### src/rtl/lut_mult_seq_ctrl.sv
// Round-robin two-port sequencer that multiplies a wide operand by a constant
// one byte per cycle through a single 8-bit x A_const partial-product stage.
module lut_mult_seq_ctrl #(
  parameter int A_const = 2,
  parameter int NBYTES  = 4
) (
  input  logic                  clk,
  input  logic                  rst,
  input  logic                  in0_valid,
  input  logic [8*NBYTES-1:0]   in0_x,
  output logic                  in0_ready,
  input  logic                  in1_valid,
  input  logic [8*NBYTES-1:0]   in1_x,
  output logic                  in1_ready,
  output logic                  out_valid,
  input  logic                  out_ready,
  output logic [8*NBYTES+7:0]   out_c,
  output logic                  out_id,
  output logic                  busy
);

  localparam int W  = 8*NBYTES+8;
  localparam int XW = 8*NBYTES;

  typedef enum logic [1:0] {
    IDLE = 2'd0,
    MUL  = 2'd1,
    DONE = 2'd2
  } state_t;

  state_t          state_r;
  state_t          state_next_s;
  logic [XW-1:0]   opreg_r;
  logic [W-1:0]    acc_r;
  logic [2:0]      k_r;
  logic            cur_id_r;
  logic            last_id_r;

  logic            grant0_s;
  logic            grant1_s;
  logic            accept_s;
  logic            k_last_s;
  logic [7:0]      byte_s;
  logic [15:0]     pp_s;
  logic [W-1:0]    pp_ext_s;

  // On a tie the port that did not complete last wins, giving 0,1,0,1 fairness.
  assign grant0_s  = in0_valid & (~in1_valid | last_id_r);
  assign grant1_s  = in1_valid & (~in0_valid | ~last_id_r);
  assign in0_ready = (state_r == IDLE) & grant0_s & ~rst;
  assign in1_ready = (state_r == IDLE) & grant1_s & ~rst;
  assign accept_s  = in0_ready | in1_ready;

  assign k_last_s  = (k_r == 3'(NBYTES-1));
  assign byte_s    = 8'(opreg_r >> {k_r, 3'b000});
  assign pp_s      = {8'd0, byte_s} * 16'(A_const);
  assign pp_ext_s  = W'(pp_s) << {k_r, 3'b000};

  assign out_valid = (state_r == DONE);
  assign busy      = (state_r != IDLE);
  assign out_c     = acc_r;
  assign out_id    = cur_id_r;

  // State register.
  always_ff @(posedge clk) begin
    if (rst) begin
      state_r <= IDLE;
    end else begin
      state_r <= state_next_s;
    end
  end

  // Next-state decode; MUL always runs the full NBYTES cycles, zero bytes included.
  always_comb begin
    state_next_s = state_r;
    case (state_r)
      IDLE: begin
        if (accept_s) begin
          state_next_s = MUL;
        end else begin
          state_next_s = IDLE;
        end
      end
      MUL: begin
        if (k_last_s) begin
          state_next_s = DONE;
        end else begin
          state_next_s = MUL;
        end
      end
      DONE: begin
        if (out_ready) begin
          state_next_s = IDLE;
        end else begin
          state_next_s = DONE;
        end
      end
      default: state_next_s = IDLE;
    endcase
  end

  // Operand capture, shift-accumulate and completion bookkeeping.
  always_ff @(posedge clk) begin
    if (rst) begin
      opreg_r   <= '0;
      acc_r     <= '0;
      k_r       <= 3'd0;
      cur_id_r  <= 1'b0;
      last_id_r <= 1'b1;
    end else begin
      case (state_r)
        IDLE: begin
          if (accept_s) begin
            opreg_r  <= in1_ready ? in1_x : in0_x;
            cur_id_r <= in1_ready;
            acc_r    <= '0;
            k_r      <= 3'd0;
          end
        end
        MUL: begin
          acc_r <= acc_r + pp_ext_s;
          if (!k_last_s) begin
            k_r <= k_r + 3'd1;
          end
        end
        DONE: begin
          // last_id moves only on completion so a stalled result keeps its turn.
          if (out_ready) begin
            last_id_r <= cur_id_r;
          end
        end
        default: begin
          k_r <= 3'd0;
        end
      endcase
    end
  end

endmodule
### config.mk
export PLATFORM = sky130hd
export DESIGN_NAME = lut_mult_seq_ctrl
export DESIGN_NICKNAME = d
export VERILOG_FILES = /design/src/rtl/lut_mult_seq_ctrl.sv
export SDC_FILE = /design/constraint.sdc
export NUM_CORES = 1
export LEC_CHECK = 0
export CAP_MARGIN = 40
export CORE_MARGIN = 2
export CORE_UTILIZATION = 52
export DETAILED_ROUTE_END_ITERATION = 8
export PLACE_DENSITY = 0.81
export SETUP_SLACK_MARGIN = 0.2
export SYNTH_ARGS = -nofsm -noshare
export SYNTH_HDL_FRONTEND = slang
export SYNTH_SLANG_ARGS = --single-unit
### constraint.sdc
create_clock -name clk -period 4.15 [get_ports clk]
set_clock_uncertainty 0.1 [all_clocks]
set_input_delay 0.83 -clock clk [delete_from_list [all_inputs] [get_ports clk]]
set_output_delay 0.83 -clock clk [all_outputs]
set_load 0.005 [all_outputs]
==> results_dict.tcl <==
set metrics [dict create \
    path_clk_slew_ps 90 \
    core_mm2 0.0103 \
    drc 0 \
    hold_buffers 0 \
    hold_viol 0 \
    synth_area_mm2 0.00546 \
    cp_max_fo 9 \
    avgRoutedWirePerCell_um 15.9 \
    whs_ps 375 \
    worst-setup-path-type "reg -> reg" \
    fin_crit_ps 3650 \
    layout_setup_ws_ps 504 \
    dieHeight_um 106 \
    ys_types 72 \
    syn-mean-instance-area_um2 7.66 \
    layout-drive-gt1-share_pct 5.04 \
    io_buffers 112 \
    hp-start "out_c[30]$_SDFFE_PP0P_" \
    max_cap_viol_count 0 \
    diodes 0 \
    fin_setup_tns_ps 0 \
    dieWidth_um 106 \
    fillers 891 \
    clock-sinks 78 \
    ios 114 \
    cp.arrival_ps 3800 \
    status "complete, no violations" \
    ctsResizeCount 0 \
    grt_usage_pct 26.7 \
    netlist.top_cell.by_area "dfxtp_1" \
    die_area_mm2 0.0113 \
    max_freq_mhz 274 \
    crit_chain "nor3b_1 > buf_4 > and2_1 > ha_1 > a21oi_1 > o211ai_1 > or3b_1 > o21ai_1 > o21ai_2 > a221oi_2 > xor2_1 > o21ai_1" \
    rsz0062_at_grt "false" \
    dpl.cell_count 934 \
    r2r_start "k_r[0]$_SDFFE_PP0P_" \
    setup_violations 0 \
    synthFlopType "dfxtp_1" \
    ys_warn_count 0 \
    cp_slowest_stage_delay_ps 470 \
    vias 5583 \
    p_leak_nw 2.74 \
    fin_nets 919 \
    crit_path_top_delay_cell "dfxtp_1" \
    rows 37 \
    post-route-period-util_pct 87.9 \
    drtIter0Drc 339 \
    required_ps 4310 \
    first_global_vias 5157 \
    ys_seq_elements 78 \
    worstHoldPathType "reg -> reg" \
    end_kind "register" \
    finalWeightedCongestion 0.951 \
    startpoint_type "register" \
    fin_area_mm2 0.00687 \
    clk_latency_ps 370 \
    final_common_cell "nand2_1" \
    hpwl_um 11500 \
    cts_made_buffers 9 \
    grt_overflow 0 \
    instances_no_fill 950 \
    startpoint "k_r[0]$_SDFFE_PP0P_" \
    htreeDepth 3 \
    final-max-slew-violation-count 0 \
    cts-root-buf "clkbuf_8" \
    crit_top_cell "o21ai_1" \
    yosys.area.top_type_share_pct 28.6 \
    synth_edf_count 0 \
    final_cell_mix "114 x nand2_1, 111 x clkdlybuf4s50_1, 79 x nor2_1, 78 x dfxtp_1, 47 x a21oi_1" \
    cts_buffer_depth 2 \
    grt_max_degree 67 \
    cts_setup_buffers 0 \
    vdd_drop_max_v 0.000156 \
    pre_cts_slack_ps 451 \
    wirelength_um 15100 \
    async_reset_ff_share_pct 0 \
    synth_area_leaders "dfxtp_1 29%, ha_1 9.2%, nand2_1 7.8%" \
    utilization_pct 66.8 \
    ant_nets 0 \
    worstMarginPinSlew_ps 690 \
    initial_core_util_pct 53.1 \
    p_total_mw 1.79 \
    ys_seq_area_share_pct 28.6 \
    antenna_found_initial 0 \
    dr.pass1.iters 5 \
    grt_pass1_wl_um 24500 \
    power_density_mw_per_mm2 261 \
    cts_tree "built" \
    synth_cells 713 \
    viasPerCell 5.88 \
    area_growth_pct 25.8 \
    place_area_mm2 0.00664 \
    relSlewSlack_pct 53.8 \
]
[kinds of logic (layout without fill, tap and decap cells)]
| family | Yosys count | in the layout | synth area share (%) |
|---|---|---|---|
| AND/OR/NAND/NOR | 306 | 306 | 26.4 |
| AO/OA/AOI/OAI | 201 | 201 | 25.7 |
| flip-flops | 78 | 78 | 28.6 |
| buffers and inverters | 57 | 152 | 4.97 |
| XOR/XNOR | 28 | 28 | 4.49 |
| adder cells (fa/ha/maj) | 41 | 41 | 9.53 |
| other | 1 | 7 | 0.0687 |
| multiplexers | 1 | 1 | 0.206 |
[critical path: cells and delay by family, from the launching register on]
kind                       cells  cell delay [ps]
AOI/OAI and AO/OA              6             1470
xor gates and xnor gates       1              180
adders and majority gates      1              320
buffers and inverters          1              200
DFF                            1              470
and+or+nand+nor                3              810
[layer usage]
metal  track usage (%)  up-vias  wire, um
met1              37.3     2628      7060
met5                 0        -         0
li1                  -     2758         -
met3              4.78       17      1040
met4              7.88        0       216
met2              42.0      180      6800
[flip-flops by register name, summed over array words and instances (netlist names)]
register   cells
k_r            3
state_r        2
out_c         39
opreg_r       32
last_id_r      1
out_id         1
[final timing paths]
path,slack [ps],depth (start not counted),end
worst min-delay path,370,2,out_c[30]$_SDFFE_PP0P_
worst max-delay path,500,12,out_c[35]$_SDFFE_PP0P_
worst max register to register,500,12,out_c[35]$_SDFFE_PP0P_
worst min register to register,370,2,out_c[30]$_SDFFE_PP0P_
[cell usage after synthesis, types with 13 or more instances]
| cell type | count |
|---|---|
| a22oi_1 | 15 |
| xor2_1 | 13 |
| o21ai_1 | 16 |
| inv_1 | 13 |
| xnor2_1 | 15 |
| o21ai_0 | 22 |
| clkbuf_1 | 30 |
| nand2_1 | 114 |
| dfxtp_1 | 78 |
| and2_1 | 33 |
| a21o_1 | 15 |
| ha_1 | 40 |
| nand3_1 | 17 |
| a21oi_1 | 47 |
| nor2_1 | 79 |
| a311oi_1 | 32 |
[final cells by class]
type / count / area [um^2] / area share [%]
multi-input cells: 584 / 3660 / 53.4
flip-flops and latches: 78 / 1560 / 22.7
inverters: 14 / 52.6 / 0.765
clock inverters: 6 / 92.6 / 1.35
clock buffers: 10 / 128 / 1.86
repair buffers: 122 / 1200 / 17.5
well taps: 136 / 170 / 2.48
[where the power goes]
| part | switching [mW] | internal (mW) |
|---|---|---|
| combinational | 0.158 | 0.163 |
| clock | 0.312 | 0.343 |
| sequential | 0.0293 | 0.784 |
No activity file was read; power rests on OpenSTA's default activity.
